--- config.mk ---
export PLATFORM = sky130hd
export DESIGN_NAME = sha256_w_expander_stream
export DESIGN_NICKNAME = d
export VERILOG_FILES = /design/src/rtl/sha256_w_expander_stream.sv
export SDC_FILE = /design/constraint.sdc
export NUM_CORES = 1
export LEC_CHECK = 0
export CAP_MARGIN = 20
export CORE_MARGIN = 1
export CORE_UTILIZATION = 54
export CTS_CLUSTER_DIAMETER = 150
export DETAILED_ROUTE_END_ITERATION = 8
export DONT_BUFFER_PORTS = 1
export PLACE_DENSITY_LB_ADDON = 0.3
export REMOVE_ABC_BUFFERS = 1
export SYNTH_ARGS = -nofsm -noshare
export SYNTH_HDL_FRONTEND = slang
export SYNTH_SLANG_ARGS = --single-unit
export TNS_END_PERCENT = 100
--- constraint.sdc ---
create_clock -name CLK -period 17.8 [get_ports CLK]
set_input_delay 3.56 -clock CLK [delete_from_list [all_inputs] [get_ports CLK]]
set_output_delay 3.56 -clock CLK [all_outputs]
set_load 0.005 [all_outputs]
--- src/rtl/sha256_w_expander_stream.sv ---
// SHA-256 message-schedule expander with a streaming interface.
// Takes one 512-bit message block (W0..W15) and emits W0..W63 as a
// stream of LANES words per beat. The lowest-index word sits in the most
// significant lane.
//
// Handshake: a transfer happens on a side only in a cycle where that
// side's valid and ready are both high at the rising edge of CLK. The
// producer holds valid and data steady until the transfer completes.
// out_valid does not depend on out_ready. in_ready depends on out_ready
// only during the last beat of a block, which allows back-to-back blocks
// with no idle cycle between them.
module sha256_w_expander_stream #(
    parameter int LANES = 1
) (
    input  logic                  CLK,
    input  logic                  RST,
    input  logic                  in_valid,
    output logic                  in_ready,
    input  logic [511:0]          block_in,
    output logic                  out_valid,
    input  logic                  out_ready,
    output logic [LANES*32-1:0]   out_words,
    output logic [5:0]            out_idx,
    output logic                  out_last
);

    generate
        if (LANES != 1 && LANES != 2 && LANES != 4 && LANES != 8) begin : g_bad_lanes
            $error("sha256_w_expander_stream: LANES must be 1, 2, 4 or 8");
        end
    endgenerate

    typedef enum logic {
        IDLE   = 1'b0,
        EXPAND = 1'b1
    } state_t;

    localparam logic [5:0] LAST_IDX = 6'(64 - LANES);
    localparam logic [5:0] STEP     = 6'(LANES);

    state_t      state;
    logic [5:0]  idx;
    // win[i] holds W[idx+i]
    logic [31:0] win [16];
    // Window followed by this beat's freshly computed words
    logic [31:0] ext [16+LANES];

    logic in_fire;
    logic out_fire;

    function automatic logic [31:0] sig0(input logic [31:0] x);
        return {x[6:0], x[31:7]} ^ {x[17:0], x[31:18]} ^ (x >> 3);
    endfunction

    function automatic logic [31:0] sig1(input logic [31:0] x);
        return {x[16:0], x[31:17]} ^ {x[18:0], x[31:19]} ^ (x >> 10);
    endfunction

    assign out_valid = (state == EXPAND);
    assign out_idx   = idx;
    assign out_last  = (state == EXPAND) && (idx == LAST_IDX);
    assign in_ready  = (state == IDLE) || (out_last && out_ready);
    assign in_fire   = in_valid && in_ready;
    assign out_fire  = out_valid && out_ready;

    // New words for this beat. Lanes at or beyond 2 (and lane 7 for
    // W[k-7] when LANES=8) read words produced earlier in the same beat.
    // Words past W63 are never needed and are left as zero.
    always_comb begin
        ext = '{default: '0};
        for (int i = 0; i < 16; i++) begin
            ext[i] = win[i];
        end
        for (int j = 0; j < LANES; j++) begin
            if ((7'(idx) + 7'(16 + j)) > 7'd63) begin
                ext[16+j] = '0;
            end else begin
                ext[16+j] = sig1(ext[14+j]) + ext[9+j] + sig0(ext[1+j]) + ext[j];
            end
        end
    end

    // Output lanes come straight from the head of the window
    always_comb begin
        out_words = '0;
        for (int j = 0; j < LANES; j++) begin
            out_words[LANES*32-1-32*j -: 32] = win[j];
        end
    end

    // State, index counter and window update; reset wins over both handshakes
    always_ff @(posedge CLK) begin
        if (RST) begin
            state <= IDLE;
            idx   <= '0;
            for (int i = 0; i < 16; i++) begin
                win[i] <= '0;
            end
        end else if (in_fire) begin
            state <= EXPAND;
            idx   <= '0;
            for (int i = 0; i < 16; i++) begin
                win[i] <= block_in[511-32*i -: 32];
            end
        end else if (out_fire) begin
            if (out_last) begin
                state <= IDLE;
            end else begin
                idx <= idx + STEP;
                for (int i = 0; i < 16; i++) begin
                    win[i] <= ext[i+LANES];
                end
            end
        end
    end

endmodule

## Word level (Yosys, flattened, before mapping)

Memories as Yosys holds them, arrays and structs flattened.
Index checks and enable logic that the tools add are counted.

- Register bits after elaboration: 7
- Latch bits: 0
- Memory bits (writable): 512
- ROM bits: 0
- Input port bits: 516
- Output and inout bits: 41
- Logic and storage cells: 104
- Memories kept: 1

- $add $sub $neg: 5
- Multiply operators: 0
- Divide/modulo/power cells: 0
- $lt $le $gt $ge: 1
- Equal/unequal tests: 1
- Shift operators: 0
- Muxes and demuxes: 46
- Bitwise gates (word level): 38
- Reductions and logical operators: 10

Memories:

| name | depth | width | rd ports | clocked after memory_dff | wr ports | line | source |
|---|---|---|---|---|---|---|---|
| win | 16 | 32 | 16 | 0 | 16 | 44 | `logic [31:0] win [16];` |

Operators by type and width:

| cell | count |
|---|---|
| 32-bit two-way mux | 33 |
| 32-bit adder | 3 |
| 32-bit bitwise XOR | 2 |
| 1-bit OR | 32 |
| 32-bit by 22-bit bitwise XOR with 32-bit output | 1 |
| 32-bit by 29-bit bitwise XOR with 32-bit output | 1 |
| 1-bit two-way mux | 13 |
| 6-bit by 5-bit adder with 7-bit output (second input constant) | 1 |
| 7-bit by 6-bit greater-than comparator with 1-bit output (second input constant) | 1 |
| 6-bit by 1-bit adder with 6-bit output (second input constant) | 1 |
| 6-bit == test (second input constant) | 1 |
| 1-bit logical AND | 4 |
| 2-bit AND reduction | 2 |
| 2-bit nonzero test | 2 |
| 1-bit NOT | 2 |
| 2-bit OR reduction | 1 |
| 1-bit logical OR | 1 |

## Depth between registers and ports, before layout

Gate-level depths: netlist (run 1).

- Depth in word-level cells: 10
- Mapped depth: 16
- Mapped depth without buffers: 16

## Worst setup path after synthesis (run 1)

OpenSTA, ideal clock, no wires.

- Path type: input to register
- From: input port out_ready
- To: memory win[3][4] (netlist: win[0][100]), enable pin
- Library setup time: 1748 ps
- Arrival: 8269 ps
- Data required time: 16052 ps
- Setup slack: 7783 ps
- Stages on the path: 5
- Buffers on the path: 2
- Cells stage by stage: and3_1 -> clkbuf_1 -> nor2_1 -> clkbuf_1 -> nand2_1

RTL lines:

| item | line | source |
|---|---|---|
| from (decl) | 21 | `input logic out_ready,` |
| to (decl) | 44 |  |

## Worst setup path after layout (run 1)

- From: input port out_ready
- To: output port in_ready

- Longest elaborated chain between the ends: 2

Ends and longest elaborated chain:

| item | line | source |
|---|---|---|
| 1-bit logical AND | 62 | `assign in_ready = (state == IDLE) \|\| (out_last && out_ready);` |
| 1-bit logical OR | 62 |  |
| to (decl) | 18 | `output logic in_ready,` |

Every way passes these cells.

==> results.json, run 1 <==
{
  "fillerInstances": 3883,
  "grt_pass1_wl_um": 109000,
  "clk_pin_slew_ps": 60,
  "core-area_mm2": 0.0478,
  "wl_per_cell_um": 27.9,
  "synth_warnings": 0,
  "startpoint": "out_ready",
  "pwr_density_cell_mw_per_mm2": 147,
  "place_congestion": 0.893,
  "cp.depth": 2,
  "synth.distinct_cells": 57,
  "layout_min_cycle_time_ps": 7370,
  "drtAntennaViolNets": 0,
  "fin_crit_sh_pct": 41.4,
  "syn_inst": 2192,
  "finClkSkew_ps": 15.1,
  "worst_pin_slew_ps": 1170,
  "hold_buffers": 0,
  "timing.hold.worst.class": "flip-flop to flip-flop",
  "cts-buffers-inserted": 54,
  "vias": 17000,
  "r2r-start": "win[0][466]",
  "crit_required_ps": 14240,
  "start_kind": "primary input",
  "critPathCapture": "in_ready",
  "start_util_pct": 54.8,
  "via_per_inst": 6.19,
  "timing.hold.ws_ps": 530,
  "grt_max_degree": 214,
  "gr-total-overflow": 0,
  "status": "complete, no violations",
  "boundaryPins": 557,
  "synth_top_area_share_pct": 58.7,
  "hpwlAfterDp_um": 55100,
  "r2r_setup_slack_ps": 12660,
  "ys_ff_latch": 519,
  "drc": 0,
  "crit_type": "primary input to output pin",
  "area.sequential_mm2": 0.0155,
  "netlist_top_cells_area": "edfxtp_1 (59%), a22o_1 (10%), nand2_1 (5.9%)",
  "final-max-slew-violation-count": 0,
  "hold_violations": 0,
  "cts_root_buf": "clkbuf_16",
  "synth_common_cells": "edfxtp_1 (512), nand2_1 (411), a22o_1 (298)",
  "layout.cells.non_filler": 2750,
  "antenna_found_initial": 7,
  "yosys.cell_count.top_type": "edfxtp_1",
  "multi_input_area_mm2": 0.00935,
  "reg2reg_to": "win[0][497]",
  "critPathBufInv": 1,
  "async_flop_share_pct": 0,
  "drt_first_pass_iters": 5,
  "clockBufferDepth": 3,
  "avgSynthCellArea_um2": 12.0,
  "fp-row-count": 80,
  "yosys.area.top_type": "edfxtp_1",
  "grt_setup_unrepaired": "false",
  "worstRegToRegCells": 16,
  "die_h_um": 222,
  "synth_edf_count": 512,
  "die_w_um": 222,
  "post_cts_buffers": 0,
  "fin_tns_setup_ps": 0,
  "max_stage_delay_ps": 230,
  "portBuffers": 0,
  "finalWirelength_um": 76700,
  "grt_pass1_vias": 16800,
  "cts_tree": "done",
  "dpl.cell_count": 2648,
  "setup_viol": 0,
  "fp.dieArea_mm2": 0.0494,
  "nets": 2702,
  "vdd_drop_max_mv": 0.0762,
  "cts_resized": 0,
  "p_leak_nw": 10.9,
  "synth_flop_cell": "edfxtp_1",
  "yosysSeqAreaShare_pct": 59.2,
  "end_kind": "output pin",
  "max_freq_ghz": 0.136,
  "cp_slowest_cell": "o21ai_1",
  "syn_to_final_growth_pct": 7.23,
  "drive_above_1_share_pct": 4.69,
  "htree_levels": 2,
  "clk_latency_ps": 600,
  "clkSinkCount": 519,
  "arrival_ps": 3810,
  "netlist_area_mm2": 0.0262,
  "relSlewSlack_pct": 22.3,
  "grtUsageTotal_pct": 30.4,
  "cap_violations": 0,
  "crit_family": "compound AO/OA/AOI/OAI gates",
  "cp_max_fo": 3,
  "drtIter0Drc": 1549,
  "path_cells": "inv_1 > o21ai_1",
  "total_power_mw": 4.13
}
==> routing by layer <==
| metal | GRT usage, % | routed length (um) | vias up |
|---|---|---|---|
| met4 | 11.5 | 2780 | 6 |
| met2 | 48.8 | 36400 | 793 |
| met3 | 8.71 | 7050 | 148 |
| met1 | 39.1 | 30400 | 8379 |
| met5 | 0 | 37 | - |
| li1 | - | - | 7690 |
==> registers in the layout, summed over array words and instances, names as in the netlist <==
signal,cells
out_idx,6
out_valid,1
win,512
==> cell type report <==
type / instances / area share (%)
Multi-Input combinational cell: 1346 / 33.3
Antenna cell: 4 / 0.0356
Tap cell: 615 / 2.74
Timing Repair Buffer: 13 / 0.481
Sequential cell: 519 / 55.2
Clock buffer: 67 / 5.06
Clock inverter: 30 / 1.08
Inverter: 156 / 2.08
==> power by group <==
| part | leakage (nW) | switching [mW] | internal, mW |
|---|---|---|---|
| Combinational | 4.46 | 0.920 | 0.504 |
| Sequential | 5.63 | 0.0844 | 1.49 |
| Clock | 0.833 | 0.472 | 0.652 |
==> cells by family (layout without fill, tap and decap cells) <==
group | after synthesis | count (layout) | synth area share [%]
other | 0 | 4 | 0
buffers and inverters | 327 | 266 | 5.34
DFF | 519 | 519 | 59.2
muxes | 4 | 4 | 0.153
and+or+nand+nor | 483 | 483 | 7.36
adders and majority gates | 96 | 96 | 6.36
AOI/OAI and AO/OA | 618 | 618 | 16.7
xor gates and xnor gates | 145 | 145 | 4.85
==> layout by cell type, fill, tap and decap left out, types with 5 or more instances in the layout <==
cell type	count
a22o_1	298
nand3_1	14
a21oi_1	196
fa_1	62
nand2b_1	5
o31ai_1	7
dfxtp_1	7
xor2_1	24
inv_1	156
clkinv_1	12
o21ai_0	67
clkbuf_16	55
o21bai_1	5
ha_1	34
edfxtp_1	512
xnor2_1	121
nor2_1	20
bufinv_16	6
nand4_1	7
a31oi_1	5
clkinv_2	6
nand2_1	408
buf_4	10
clkbuf_1	12
and3_1	7
a21o_1	10
==> per-stage QoR <==
step | instance area, um2 | utilization [%] | setup WS [ps]
3_5_place_dp | 26300 | 55.1 | 10320
5_1_grt | 28100 | 58.7 | 10390
4_1_cts | 28100 | 58.7 | 10430
2_1_floorplan | 25400 | - | -3280
6_report | 28100 | 58.7 | 10430
3_3_place_gp | 26300 | 55.1 | 10410
==> worst min path at each step <==
stage / startpoint / to / slack [ps] / depth (start not counted)
finish: win[0][212] / win[0][180] / 530 / 1
detailed placement: win[0][269] / win[0][237] / 520 / 1
CTS: win[0][246] / win[0][214] / 530 / 1
global route: win[0][326] / win[0][294] / 550 / 1
global placement: win[0][207] / win[0][175] / 510 / 1
floorplan: out_idx[5] / out_idx[5] / 510 / 2
Note: power is estimated with default switching activity, not from simulation.
==> run 2, diff against run 1 <==
==> constraint.sdc (replaced) <==
create_clock -name CLK -period 6.9 [get_ports CLK]
set_input_delay 1.38 -clock CLK [delete_from_list [all_inputs] [get_ports CLK]]
set_output_delay 1.38 -clock CLK [all_outputs]
set_load 0.005 [all_outputs]
==> run 2 against run 1 <==
  * Sequential cell count is the same
  * Wire length grew 3.2%
  * Sequential power grew to 2.6 times the previous value
==> results.json, run 2 (synthesis gave the netlist of run 1 again) <==
{
  "hold_depth": 1,
  "top_register": "win",
  "vias": 17200,
  "reg2reg_to": "win[0][497]",
  "die_h_um": 222,
  "via_per_inst": 6.25,
  "start_util_pct": 54.8,
  "worst_pin_slew_ps": 1110,
  "startpoint": "win[0][50]",
  "holdPathEnd": "win[0][302]",
  "drtAntennaViolNets": 0,
  "crit_family": "adder cells",
  "fp.dieArea_mm2": 0.0494,
  "r2r-start": "win[0][50]",
  "relSlewSlack_pct": 25.9,
  "fillerInstances": 3895,
  "start_kind": "flip-flop",
  "fin_crit_sh_pct": 69.4,
  "grt_setup_unrepaired": "false",
  "path_common_cell": "fa_1",
  "cp_max_fo": 4,
  "die_w_um": 222,
  "path_cells": "xor2_1 > xnor2_1 > fa_1 > fa_1 > inv_1 > ha_1 > inv_1 > fa_1 > nor2b_1 > o21bai_1 > a211oi_1 > nor2_1 > o31ai_1 > xnor2_1 > o21ai_0",
  "core-area_mm2": 0.0478,
  "grt_most_used_layer": "met2",
  "cts_tree": "done",
  "setup_viol": 0,
  "finClkSkew_ps": 18.8,
  "utilization_pct": 58.8,
  "clockBufferDepth": 3,
  "drtIter0Drc": 1649,
  "end_kind": "flip-flop",
  "met2_usage_pct": 50.6,
  "pwr_density_cell_mw_per_mm2": 378,
  "cap_violations": 0,
  "clkSinkCount": 519,
  "hold_buffers": 0,
  "grtUsageMet1_pct": 41.8,
  "antenna_found_initial": 7,
  "r2r_setup_slack_ps": 2110,
  "grtUsageTotal_pct": 31.5,
  "final_common_cell": "edfxtp_1",
  "use_met3_pct": 7.46,
  "crit_required_ps": 7230,
  "final-max-slew-violation-count": 0,
  "gr-total-overflow": 0,
  "arrival_ps": 5120,
  "max_stage_delay_ps": 610,
  "syn_to_final_growth_pct": 7.37,
  "drc": 0,
  "wl_per_cell_um": 28.7,
  "cp_slowest_cell": "edfxtp_1",
  "place_area_mm2": 0.0264,
  "finalWirelength_um": 79100,
  "fin_area_mm2": 0.0281,
  "grt_max_degree": 199,
  "total_power_mw": 10.6,
  "layout_min_cycle_time_ps": 4790,
  "worstHoldStart": "win[0][334]",
  "critPathBufInv": 2,
  "p_leak_nw": 10.9,
  "clk_latency_ps": 600,
  "cts_resized": 0,
  "nets": 2705,
  "cts_root_buf": "clkbuf_16",
  "crit_type": "flip-flop to flip-flop",
  "post_cts_buffers": 0,
  "max_freq_ghz": 0.209,
  "timing.hold.worst.class": "flip-flop to flip-flop",
  "portBuffers": 0,
  "grt_pass1_vias": 16900,
  "timing.hold.ws_ps": 529,
  "clk_pin_slew_ps": 60,
  "hold_violations": 0,
  "final_cell_mix": "edfxtp_1 (512), nand2_1 (408), a22o_1 (298)",
  "drt_first_pass_iters": 5,
  "drive_above_1_share_pct": 4.91,
  "boundaryPins": 557,
  "vdd_drop_max_mv": 0.211,
  "grt_pass1_wl_um": 112000,
  "worstRegToRegCells": 15,
  "place_congestion": 0.959,
  "largest_reg_flops": 512,
  "status": "complete, no violations",
  "fp-row-count": 80,
  "htree_levels": 2,
  "hpwlAfterDp_um": 57400,
  "cts-buffers-inserted": 53
}
==> run 2: area by class of cell <==
| cell class | count | area, um2 | area share [%] |
|---|---|---|---|
| Clock buffer | 72 | 1420 | 5.04 |
| Tap cell | 615 | 769 | 2.74 |
| Sequential cell | 519 | 15500 | 55.2 |
| Antenna cell | 5 | 12.5 | 0.0445 |
| Inverter | 156 | 586 | 2.08 |
| Multi-Input combinational cell | 1346 | 9350 | 33.2 |
| Timing Repair Buffer | 17 | 194 | 0.689 |
| Clock inverter | 27 | 284 | 1.01 |
==> run 2: worst max path at each step <==
stage | end | slack, ps | cells after the start
after detailed placement | win[0][497] | 2200 | 15
after CTS | win[0][497] | 2160 | 15
after floorplan | win[0][508] | -12000 | 5
after global routing | win[0][497] | 1930 | 15
final | win[0][497] | 2110 | 15
after global placement | win[0][497] | 2180 | 15
==> run 2: power by group <==
group | total, mW | internal (mW) | switching [mW]
sequential | 4.06 | 3.85 | 0.212
combinational | 3.72 | 1.31 | 2.41
clock | 2.85 | 1.63 | 1.22
total | 10.6 | 6.79 | 3.84
==> run 2: per-layer routing <==
metal / up-vias / share of wire, %
met4: 0 / 3.4
met1: 8564 / 40
met3: 133 / 8.4
met2: 849 / 48
met5: - / 0
li1: 7699 / -
==> run 2: through the flow <==
step | TNS (ps) | setup slack [ps] | cells
6_report | 0 | 2110 | 2757
3_3_place_gp | 0 | 2180 | 2652
2_1_floorplan | -4724700 | -12000 | 2021
3_5_place_dp | 0 | 2200 | 2652
5_1_grt | 0 | 1930 | 2756
4_1_cts | 0 | 2160 | 2751
==> run 2: worst register-to-register path, delay by kind of cell (launching register included) <==
family | cells | cell delay [ps]
compound gates | 4 | 1190
simple gates | 2 | 390
buf+inv | 2 | 130
flops | 1 | 610
fa+ha+maj | 4 | 1510
xor+xnor | 3 | 700
==> run 3, diff against run 2 <==
==> constraint.sdc (replaced) <==
create_clock -name CLK -period 4.7 [get_ports CLK]
set_input_delay 0.94 -clock CLK [delete_from_list [all_inputs] [get_ports CLK]]
set_output_delay 0.94 -clock CLK [all_outputs]
set_load 0.005 [all_outputs]
==> run 3 against run 2 <==
  * Count of clock-buffer cells in the layout increased by 1
  * Global-route usage rose by 0.62 points
  * Hold slack worse by 28 ps
  * Clock power up 47%
  * First-iteration DRC count rose by 14%
  * Fmax up 6.7%
  * Total power rose by 48%
  * Critical endpoint is now win[0][503]
  * Largest power group unchanged
  * Non-clock buffer count increased by 34
  * Via count grew 1.2%
==> results.json, run 3 (synthesis gave the netlist of run 1 again) <==
{
  "utilization_pct": 59.4,
  "layout.cells.non_filler": 2791,
  "dpl.cell_count": 2684,
  "cts_tree": "done",
  "arrival_ps": 4810,
  "vias": 17400,
  "die_h_um": 222,
  "fin_area_mm2": 0.0284,
  "fin_crit_sh_pct": 95.5,
  "place_area_mm2": 0.0267,
  "timing.hold.ws_ps": 501,
  "path_common_cell": "xnor2_1",
  "nets": 2740,
  "p_leak_nw": 11.1,
  "clk_pin_slew_ps": 70,
  "fp.dieArea_mm2": 0.0494,
  "preCtsSetupSlack_ps": 234,
  "drtAntennaViolNets": 0,
  "vdd_drop_max_mv": 0.303,
  "clk_latency_ps": 610,
  "antenna_found_initial": 7,
  "max_freq_ghz": 0.223,
  "end_kind": "flip-flop",
  "place_congestion": 0.940,
  "max_stage_delay_ps": 570,
  "relSlewSlack_pct": 24.3,
  "largest_reg_flops": 512,
  "hpwlAfterDp_um": 59700,
  "drt_first_pass_iters": 5,
  "total_power_mw": 15.7,
  "path_cells": "xnor2_1 > xnor2_1 > fa_1 > inv_1 > fa_1 > inv_1 > ha_1 > a21o_1 > a31o_1 > a221o_1 > a311oi_2 > nor2_1 > xnor2_1 > o21ai_0",
  "grtUsageTotal_pct": 32.1,
  "clockBufferDepth": 3,
  "via_per_inst": 6.25,
  "core-area_mm2": 0.0478,
  "timing.hold.worst.class": "primary input to flip-flop",
  "crit_type": "flip-flop to flip-flop",
  "grt_pass1_wl_um": 115000,
  "start_util_pct": 54.8,
  "htree_levels": 2,
  "gr-total-overflow": 0,
  "top_register": "win",
  "cp_slowest_cell": "edfxtp_1",
  "worst_slack_ps": 213,
  "drtIter0Drc": 1885,
  "grt_max_degree": 191,
  "hold_violations": 0,
  "cp_max_fo": 10,
  "boundaryPins": 557,
  "pwr_density_cell_mw_per_mm2": 553,
  "die_w_um": 222,
  "drc": 0,
  "setup_viol": 0,
  "grt_setup_unrepaired": "false",
  "layout_min_cycle_time_ps": 4490,
  "worst_pin_slew_ps": 1140,
  "grt_pass1_vias": 17000,
  "cts_root_buf": "clkbuf_16",
  "syn_to_final_growth_pct": 8.54,
  "cap_violations": 0,
  "final-max-slew-violation-count": 0,
  "wl_per_cell_um": 29.0,
  "start_kind": "flip-flop",
  "portBuffers": 0,
  "crit_required_ps": 5020,
  "fp-row-count": 80,
  "r2r_setup_slack_ps": 210,
  "finalWirelength_um": 80900,
  "cts-buffers-inserted": 54,
  "clkSinkCount": 519,
  "final_common_cell": "edfxtp_1",
  "fin_tns_setup_ps": 0,
  "drive_above_1_share_pct": 6.22,
  "final_cell_mix": "edfxtp_1 (512), nand2_1 (408), a22o_1 (298)",
  "status": "complete, no violations",
  "finClkSkew_ps": 24.4
}
==> run 3: worst max-delay path, delay by kind of cell (launching register included) <==
family,cells,cell delay [ps]
xor gates and xnor gates,3,560
adders and majority gates,3,1410
buffers and inverters,2,110
and+or+nand+nor,1,200
AOI/OAI and AO/OA,5,1350
DFF,1,570
==> run 3: routing by layer <==
metal	GRT usage [%]	part of all wire (%)	up-vias
met5	0	0.028	-
met2	51.4	48	831
met4	11.6	3.6	4
met3	7.74	8.8	157
li1	-	-	7792
met1	42.8	40	8664
==> run 3: timing repair <==
item | 4_1_cts | 5_1_grt
setup buffers | 0 | 2
hold buffers | 0 | 0
gates resized for setup | 0 | 1
setup endpoints to repair | 0 | 3
==> run 3: area by class of cell <==
type,count,area (um2)
repair buffers,51,495
multi-input cells,1346,9360
well taps,615,769
inverters,156,586
flip-flops and latches,519,15500
fillers,3871,19400
clock buffers,73,1450
clock inverters,25,244
diodes,6,15.0
==> run 3: path summary, 6_finish.rpt <==
check,start,end,depth (start not counted)
hold reg to reg,win[0][231],win[0][199],1
hold / removal,in_valid,out_valid,2
setup reg to reg,win[0][475],win[0][503],14
setup / recovery,win[0][475],win[0][503],14
==> run 3: report_power, final <==
part           total [mW]  internal (mW)  leakage (nW)  switching (mW)
Combinational        5.55           2.05          4.67            3.51
Sequential           5.97           5.65          5.63           0.314
Clock                4.20           2.43         0.819            1.77
Total                15.7           10.1          11.1            5.59
